### src/rtl/pea_pkg.sv
`default_nettype none
// +--------------------------------------------------------------------+
// | pea_pkg : opcodes, status codes, command fields, FSM encoding       |
// | Rev 1.0                                                             |
// +--------------------------------------------------------------------+
package pea_pkg;

  localparam logic [7:0] OP_STP = 8'h01;
  localparam logic [7:0] OP_EVP = 8'h02;
  localparam logic [7:0] OP_EVB = 8'h03;
  localparam logic [7:0] OP_RST = 8'h05;

  localparam logic [7:0] ST_OK      = 8'd0;
  localparam logic [7:0] ERR_OPCODE = 8'd1;
  localparam logic [7:0] ERR_UNSET  = 8'd2;
  localparam logic [7:0] ERR_DEGREE = 8'd3;
  localparam logic [7:0] ERR_ARG    = 8'd4;

  localparam int OPC_MSB  = 15;
  localparam int OPC_LSB  = 8;
  localparam int ARG1_MSB = 7;
  localparam int ARG1_LSB = 5;
  localparam int ARG2_MSB = 4;
  localparam int ARG2_LSB = 0;

  localparam logic [2:0] S_IDLE       = 3'd0;
  localparam logic [2:0] S_STORE      = 3'd1;
  localparam logic [2:0] S_LOAD_X     = 3'd2;
  localparam logic [2:0] S_HORNER     = 3'd3;
  localparam logic [2:0] S_WRITE_RES  = 3'd4;
  localparam logic [2:0] S_WRITE_STAT = 3'd5;

  function automatic logic is_known_op(input logic [7:0] op);
    return (op == OP_STP) || (op == OP_EVP) || (op == OP_EVB) || (op == OP_RST);
  endfunction

endpackage
`default_nettype wire

### src/rtl/pea_horner_mac.sv
`default_nettype none
// +--------------------------------------------------------------------+
// | pea_horner_mac : Horner accumulator, acc <= acc*x + coef (2W wrap)  |
// | Rev 1.0                                                             |
// +--------------------------------------------------------------------+
module pea_horner_mac
  import pea_pkg::*;
#(
  parameter int word_size = 16
) (
  input  logic                     clk,
  input  logic                     rst,
  input  logic                     load_i,
  input  logic                     mac_i,
  input  logic [word_size-1:0]     x_i,
  input  logic [word_size-1:0]     coef_i,
  output logic [2*word_size-1:0]   acc_o
);

  localparam int AW = 2 * word_size;

  logic [AW-1:0] acc_q;
  logic [AW-1:0] acc_d;
  logic [AW-1:0] coef_ext;
  logic [AW-1:0] x_ext;

  assign coef_ext = {{word_size{coef_i[word_size-1]}}, coef_i};
  assign x_ext    = {{word_size{x_i[word_size-1]}}, x_i};

  // Low 2W bits of the product are identical for signed and unsigned operands.
  always_comb begin
    acc_d = acc_q;
    if (load_i) begin
      acc_d = coef_ext;
    end else if (mac_i) begin
      acc_d = acc_q * x_ext + coef_ext;
    end
  end

  always_ff @(posedge clk) begin
    if (rst) begin
      acc_q <= '0;
    end else begin
      acc_q <= acc_d;
    end
  end

  assign acc_o = acc_q;

endmodule
`default_nettype wire

### src/rtl/pea_eval_engine.sv
`default_nettype none
// +--------------------------------------------------------------------+
// | pea_eval_engine : self-scheduling polynomial store/evaluate core    |
// | Rev 1.0                                                             |
// +--------------------------------------------------------------------+
module pea_eval_engine
  import pea_pkg::*;
#(
  parameter int word_size   = 16,
  parameter int buffer_size = 1024,
  parameter int num_slots   = 8,
  parameter int max_degree  = 10,
  localparam int POP_W      = $clog2(buffer_size + 1)
) (
  input  logic                   clk,
  input  logic                   rst,
  input  logic [word_size-1:0]   command_in,
  input  logic [POP_W-1:0]       command_pop,
  input  logic [word_size-1:0]   data_in,
  input  logic [POP_W-1:0]       data_pop,
  input  logic [POP_W-1:0]       result_free_space,
  input  logic [POP_W-1:0]       status_free_space,
  output logic                   command_rd_en,
  output logic                   data_rd_en,
  output logic                   result_wr_en,
  output logic                   status_wr_en,
  output logic [2*word_size-1:0] result_out,
  output logic [2*word_size-1:0] status_out,
  output logic                   busy,
  output logic                   fire_done
);

  localparam int AW     = 2 * word_size;
  localparam int SLOT_W = (num_slots > 1) ? $clog2(num_slots) : 1;
  localparam int DEG_W  = $clog2(max_degree + 1);

  logic [2:0]            state_q;
  logic [num_slots-1:0]  valid_q;
  logic [7:0]            op_q;
  logic [7:0]            code_q;
  logic [2:0]            slot_q;
  logic [4:0]            cnt_q;
  logic [DEG_W-1:0]      k_q;
  logic [DEG_W-1:0]      i_q;
  logic [word_size-1:0]  x_q;
  logic [AW-1:0]         res_q;
  logic [AW-1:0]         stat_q;

  logic [word_size-1:0]  coef_q [num_slots][max_degree+1];
  logic [DEG_W-1:0]      deg_q  [num_slots];

  logic [7:0]            cmd_op;
  logic [2:0]            cmd_a;
  logic [4:0]            cmd_b;
  logic [SLOT_W-1:0]     cmd_slot;
  logic [SLOT_W-1:0]     slot_idx;
  logic [7:0]            err_code;
  logic                  ready;
  logic                  fire;
  logic [DEG_W-1:0]      horner_idx;
  logic [word_size-1:0]  mac_coef;
  logic [AW-1:0]         acc;
  logic [AW-1:0]         stat_word;

  assign cmd_op   = command_in[OPC_MSB:OPC_LSB];
  assign cmd_a    = command_in[ARG1_MSB:ARG1_LSB];
  assign cmd_b    = command_in[ARG2_MSB:ARG2_LSB];
  assign cmd_slot = cmd_a[SLOT_W-1:0];
  assign slot_idx = slot_q[SLOT_W-1:0];

  // Error priority: opcode, argument, degree, unset slot.
  always_comb begin
    err_code = ST_OK;
    if (!is_known_op(cmd_op)) begin
      err_code = ERR_OPCODE;
    end else if (cmd_op != OP_RST &&
                 (int'(cmd_a) >= num_slots || (cmd_op == OP_EVB && cmd_b == 5'd0))) begin
      err_code = ERR_ARG;
    end else if (cmd_op == OP_STP && int'(cmd_b) > max_degree) begin
      err_code = ERR_DEGREE;
    end else if ((cmd_op == OP_EVP || cmd_op == OP_EVB) && !valid_q[cmd_slot]) begin
      err_code = ERR_UNSET;
    end
  end

  always_comb begin
    ready = 1'b0;
    if (err_code != ST_OK || cmd_op == OP_RST) begin
      ready = 1'b1;
    end else if (cmd_op == OP_STP) begin
      ready = int'(data_pop) >= int'(cmd_b) + 1;
    end else if (cmd_op == OP_EVP) begin
      ready = (data_pop != '0) && (result_free_space != '0);
    end else if (cmd_op == OP_EVB) begin
      ready = (int'(data_pop) >= int'(cmd_b)) && (int'(result_free_space) >= int'(cmd_b));
    end
  end

  assign fire = !rst && (state_q == S_IDLE) && (command_pop != '0) &&
                (status_free_space != '0) && ready;

  assign horner_idx = i_q - DEG_W'(1);
  assign mac_coef   = (state_q == S_LOAD_X) ? coef_q[slot_idx][deg_q[slot_idx]]
                                            : coef_q[slot_idx][horner_idx];
  assign stat_word  = {{(AW-16){1'b0}}, op_q, code_q};

  pea_horner_mac #(
    .word_size (word_size)
  ) u_mac (
    .clk    (clk),
    .rst    (rst),
    .load_i (!rst && state_q == S_LOAD_X),
    .mac_i  (!rst && state_q == S_HORNER),
    .x_i    (x_q),
    .coef_i (mac_coef),
    .acc_o  (acc)
  );

  always_ff @(posedge clk) begin
    if (rst) begin
      state_q <= S_IDLE;
      valid_q <= '0;
      op_q    <= '0;
      code_q  <= '0;
      slot_q  <= '0;
      cnt_q   <= '0;
      k_q     <= '0;
      i_q     <= '0;
      x_q     <= '0;
      res_q   <= '0;
      stat_q  <= '0;
    end else begin
      case (state_q)
        S_IDLE: begin
          if (fire) begin
            op_q   <= cmd_op;
            code_q <= err_code;
            slot_q <= cmd_a;
            k_q    <= '0;
            cnt_q  <= (cmd_op == OP_EVP) ? 5'd1 : cmd_b;
            if (err_code != ST_OK) begin
              state_q <= S_WRITE_STAT;
            end else if (cmd_op == OP_STP) begin
              state_q <= S_STORE;
            end else if (cmd_op == OP_EVP || cmd_op == OP_EVB) begin
              state_q <= S_LOAD_X;
            end else begin
              valid_q <= '0;
              state_q <= S_WRITE_STAT;
            end
          end
        end
        S_STORE: begin
          k_q <= k_q + DEG_W'(1);
          if (int'(k_q) == int'(cnt_q)) begin
            valid_q[slot_idx] <= 1'b1;
            state_q           <= S_WRITE_STAT;
          end
        end
        S_LOAD_X: begin
          x_q     <= data_in;
          i_q     <= deg_q[slot_idx];
          state_q <= (deg_q[slot_idx] == '0) ? S_WRITE_RES : S_HORNER;
        end
        S_HORNER: begin
          i_q <= horner_idx;
          if (i_q == DEG_W'(1)) begin
            state_q <= S_WRITE_RES;
          end
        end
        S_WRITE_RES: begin
          res_q <= acc;
          if (cnt_q > 5'd1) begin
            cnt_q   <= cnt_q - 5'd1;
            state_q <= S_LOAD_X;
          end else begin
            state_q <= S_WRITE_STAT;
          end
        end
        S_WRITE_STAT: begin
          stat_q  <= stat_word;
          state_q <= S_IDLE;
        end
        default: state_q <= S_IDLE;
      endcase
    end
  end

  // Coefficient storage carries no reset; slot validity gates every read.
  always_ff @(posedge clk) begin
    if (!rst && state_q == S_STORE) begin
      coef_q[slot_idx][k_q] <= data_in;
      if (int'(k_q) == int'(cnt_q)) begin
        deg_q[slot_idx] <= k_q;
      end
    end
  end

  assign command_rd_en = fire;
  assign data_rd_en    = !rst && (state_q == S_STORE || state_q == S_LOAD_X);
  assign result_wr_en  = !rst && (state_q == S_WRITE_RES);
  assign status_wr_en  = !rst && (state_q == S_WRITE_STAT);
  assign fire_done     = status_wr_en;
  assign busy          = fire || (!rst && state_q != S_IDLE);
  assign result_out    = rst ? '0 : (result_wr_en ? acc : res_q);
  assign status_out    = rst ? '0 : (status_wr_en ? stat_word : stat_q);

endmodule
`default_nettype wire

### config.mk
export PLATFORM = sky130hd
export DESIGN_NAME = pea_eval_engine
export DESIGN_NICKNAME = d
export VERILOG_FILES = /design/src/rtl/pea_pkg.sv /design/src/rtl/pea_horner_mac.sv /design/src/rtl/pea_eval_engine.sv
export SDC_FILE = /design/constraint.sdc
export NUM_CORES = 2
export LEC_CHECK = 0
export ABC_AREA = 1
export BUFFER_PORTS_ARGS = -buffer_cell sky130_fd_sc_hd__buf_2
export CELL_PAD_IN_SITES_DETAIL_PLACEMENT = 0
export CELL_PAD_IN_SITES_GLOBAL_PLACEMENT = 1
export CORE_MARGIN = 1
export CORE_UTILIZATION = 56
export CTS_BUF_LIST = sky130_fd_sc_hd__clkbuf_8
export DETAILED_ROUTE_END_ITERATION = 7
export HOLD_SLACK_MARGIN = 0.05
export PLACE_DENSITY_LB_ADDON = 0.1
export SLEW_MARGIN = 40
export SYNTH_ARGS = -nofsm -noshare
export SYNTH_HDL_FRONTEND = slang
export SYNTH_SLANG_ARGS = --single-unit
### constraint.sdc
create_clock -name clk -period 10.5 [get_ports clk]
set_input_delay 1.05 -clock clk [delete_from_list [all_inputs] [get_ports clk]]
set_output_delay 1.05 -clock clk [all_outputs]
set_load 0.02 [all_outputs]
==> impl_metrics.env <==
export IMPL_post_cts_buffers=0
export IMPL_ys_flop_type="edfxtp_1"
export IMPL_r2r_cells=30
export IMPL_place_gp_congestion=0.981
export IMPL_final_hold_viol_count=0
export IMPL_internal_power_mw=11.1
export IMPL_die_w_um=379
export IMPL_netlist_instances=7639
export IMPL_fin_cells=9821
export IMPL_finalPower_mw=18.1
export IMPL_num_vias=57600
export IMPL_powerDensity_mw_per_mm2=210
export IMPL_antenna_found_initial=6
export IMPL_final_common_cell="edfxtp_1"
export IMPL_synth_edf_count=1440
export IMPL_ff2ff_setup_slack_ps=1690
export IMPL_io_pins=148
export IMPL_insertion_delay_ps=990
export IMPL_drc_errors=0
export IMPL_dp_cells=9349
export IMPL_syn_area_per_cell_um2=10.4
export IMPL_area_growth_pct=8.79
export IMPL_seqCellArea_mm2=0.0459
export IMPL_fillCellCount=11700
export IMPL_wl_mm=239
export IMPL_hold_buffers=0
export IMPL_setup_viol=0
export IMPL_drive_gt1_frac=0.0910
export IMPL_required_ps=11280
export IMPL_grt_overflow_total=0
export IMPL_crit_type="reg2reg"
export IMPL_critPathSlowestCell="o21ai_0"
export IMPL_r2r_end="u_mac.acc_o[23]$_SDFFE_PP0P_"
export IMPL_worst_hold_slack_ps=335
export IMPL_multi_input_area_mm2=0.0282
export IMPL_hold_path_depth=1
export IMPL_met1_length_mm=101
export IMPL_fmax_mhz=113
export IMPL_switching_share=0.390
export IMPL_max_slew_worst_pin_slew_ps=918
export IMPL_stdcell_area_mm2=0.0865
export IMPL_cts_htree_levels=5
export IMPL_postRouteAntennaNets=0
export IMPL_status="finished clean"
export IMPL_power_frac_comb=0.330
export IMPL_numCtsBuffers=277
export IMPL_yosysWarningCount=0
export IMPL_wl_met2_mm=107
export IMPL_clock_skew_ps=116
export IMPL_clkTransAtPathRegs_ps=60
export IMPL_first_iter_violations=6498
export IMPL_grt_max_degree=192
export IMPL_wl_met3_mm=23.9
export IMPL_syn_cell_area_mm2=0.0795
export IMPL_track_usage=0.334
export IMPL_yosysUniqueCellTypes=57
export IMPL_num_rows=137
export IMPL_report_final_slew_viol_count=0
export IMPL_crit_arrival_ps=9590
export IMPL_relSlewSlack=0.371
export IMPL_place_hpwl_mm=150
export IMPL_power_frac_clock=0.275
export IMPL_vias_per_cell=5.87
export IMPL_hold_class="in2reg"
export IMPL_port_buffers=126
export IMPL_ys_seq_area_frac=0.577
export IMPL_power_switching_mw=7.07
export IMPL_fin_nets=8293
export IMPL_grt_pass1_wl_mm=350
export IMPL_wl_per_cell_um=24.4
export IMPL_top_layer="met5"
export IMPL_synth_seq_cells=1572
export IMPL_min_period_ps=8810
export IMPL_dr_pass1_iters=6
export IMPL_layout_common_cells="edfxtp_1 (1440), nand2_1 (1281), nor2_1 (1083), inv_1 (855), o21ai_0 (810)"
export IMPL_seq_power_share=0.395
export IMPL_grt_pass1_vias=54200
export IMPL_critical_path_max_stage_delay_ps=660
export IMPL_p_leak_nw=34.4
export IMPL_cap_violations=0
export IMPL_placed_cell_area_mm2=0.0816
export IMPL_die_area_mm2=0.143
export IMPL_core_mm2=0.140
export IMPL_cts_resized=0
export IMPL_post_route_period_util=0.839
export IMPL_critical_path_startpoint_type="flop"
export IMPL_ir_worst_vdd_mv=0.158
export IMPL_start_util=0.567
export IMPL_critPathMaxFanout=173
export IMPL_rsz0062_at_grt="false"
export IMPL_cp_common_cell="nand2_1"
export IMPL_cts_root_buf="clkbuf_8"
export IMPL_tritoncts="yes"
export IMPL_endpoint="u_mac.acc_o[23]$_SDFFE_PP0P_"
export IMPL_async_flop_share=0
export IMPL_end_kind="flop"
export IMPL_clockBufferDepth=4
export IMPL_clock_sinks=1572
export IMPL_fp_dieH_um=379
export IMPL_fin_tns_setup_ps=0
==> how the worst min path moves through the flow <==
stage	from	endpoint	slack, ps
finish	data_in[14]	coef_q[5][62]$_DFFE_PP_	340
global placement	res_q[11]$_SDFFE_PP0P_	res_q[11]$_SDFFE_PP0P_	450
CTS	data_in[14]	coef_q[7][62]$_DFFE_PP_	230
detailed placement	res_q[26]$_SDFFE_PP0P_	res_q[26]$_SDFFE_PP0P_	460
floorplan	valid_q[0]$_SDFFE_PP0P_	valid_q[0]$_SDFFE_PP0P_	440
global route	data_in[14]	coef_q[7][62]$_DFFE_PP_	290
==> synth_stat cells (39+ instances only) <==
cell type / instances / share of area
o21ai_0: 811 / 0.051
buf_6: 56 / 0.0079
fa_1: 334 / 0.084
o22ai_1: 275 / 0.022
inv_1: 773 / 0.036
a21oi_1: 178 / 0.011
edfxtp_1: 1440 / 0.54
ha_1: 124 / 0.020
o221ai_1: 39 / 0.0043
nor2_1: 1094 / 0.052
dfxtp_1: 132 / 0.033
buf_2: 129 / 0.0081
nand2_1: 1284 / 0.061
nand3_1: 232 / 0.015
buf_4: 53 / 0.0050
o21ai_1: 163 / 0.010
clkbuf_1: 232 / 0.011
==> flip-flops by register name, summed over array words and instances, names as in the netlist, named ones only <==
signal and cells:
slot_idx 3, state_q 3, cnt_q 5, op_q 8
k_q 4, res_q 32, code_q 3, deg_q 32
coef_q 1408, valid_q 8, x_q 16, u_mac.acc_o 32
i_q 4, stat_q 11
==> area by class of cell <==
class	instances	share of cell area
flip-flops and latches	1572	0.531
inverters	788	0.0345
clock inverters	177	0.00923
multi-input cells	4800	0.326
repair buffers	318	0.0272
well taps	1876	0.0271
clock buffers	286	0.0455
diodes	4	0.000116
==> through the flow <==
stage	util	setup WS, ps
global placement	0.581	2140
CTS	0.616	1970
floorplan	-	3910
global route	0.617	1280
detailed placement	0.582	2030
finish	0.617	1690
==> layer usage <==
| metal | vias to the layer above | GRT usage |
|---|---|---|
| met2 | 2736 | 0.498 |
| met3 | 416 | 0.0665 |
| met1 | 28400 | 0.485 |
| met5 | - | 0 |
| met4 | 4 | 0.124 |
| li1 | 26100 | - |
==> critical path, delay by kind of cell, from the launching register on <==
family                   cells  cell delay (ps)
buffers and inverters        5             1080
AND/OR/NAND/NOR             10             1150
AO/OA/AOI/OAI                9             2820
flip-flops                   1              570
adder cells (fa/ha/maj)      6             2620
==> logic make-up after synthesis <==
logic type      after synthesis  share of synthesized area
simple gates               2720                      0.136
flops                      1572                      0.577
compound gates             1559                      0.108
buf+inv                    1287                     0.0710
fa+ha+maj                   458                      0.104
mux                          26                    0.00327
xor+xnor                     16                    0.00186
other cells                   1                  0.0000472
==> power by group through the flow <==
stage	clock, mW	combinational [mW]	sequential (mW)
finish	4.98	5.99	7.16
global placement	0	5.74	7.28
floorplan	0	3.77	7.14
CTS	5.05	5.82	7.16
global route	5.29	6.42	7.17
detailed placement	0	5.80	7.29
Note: power is estimated with default switching activity, not from simulation.
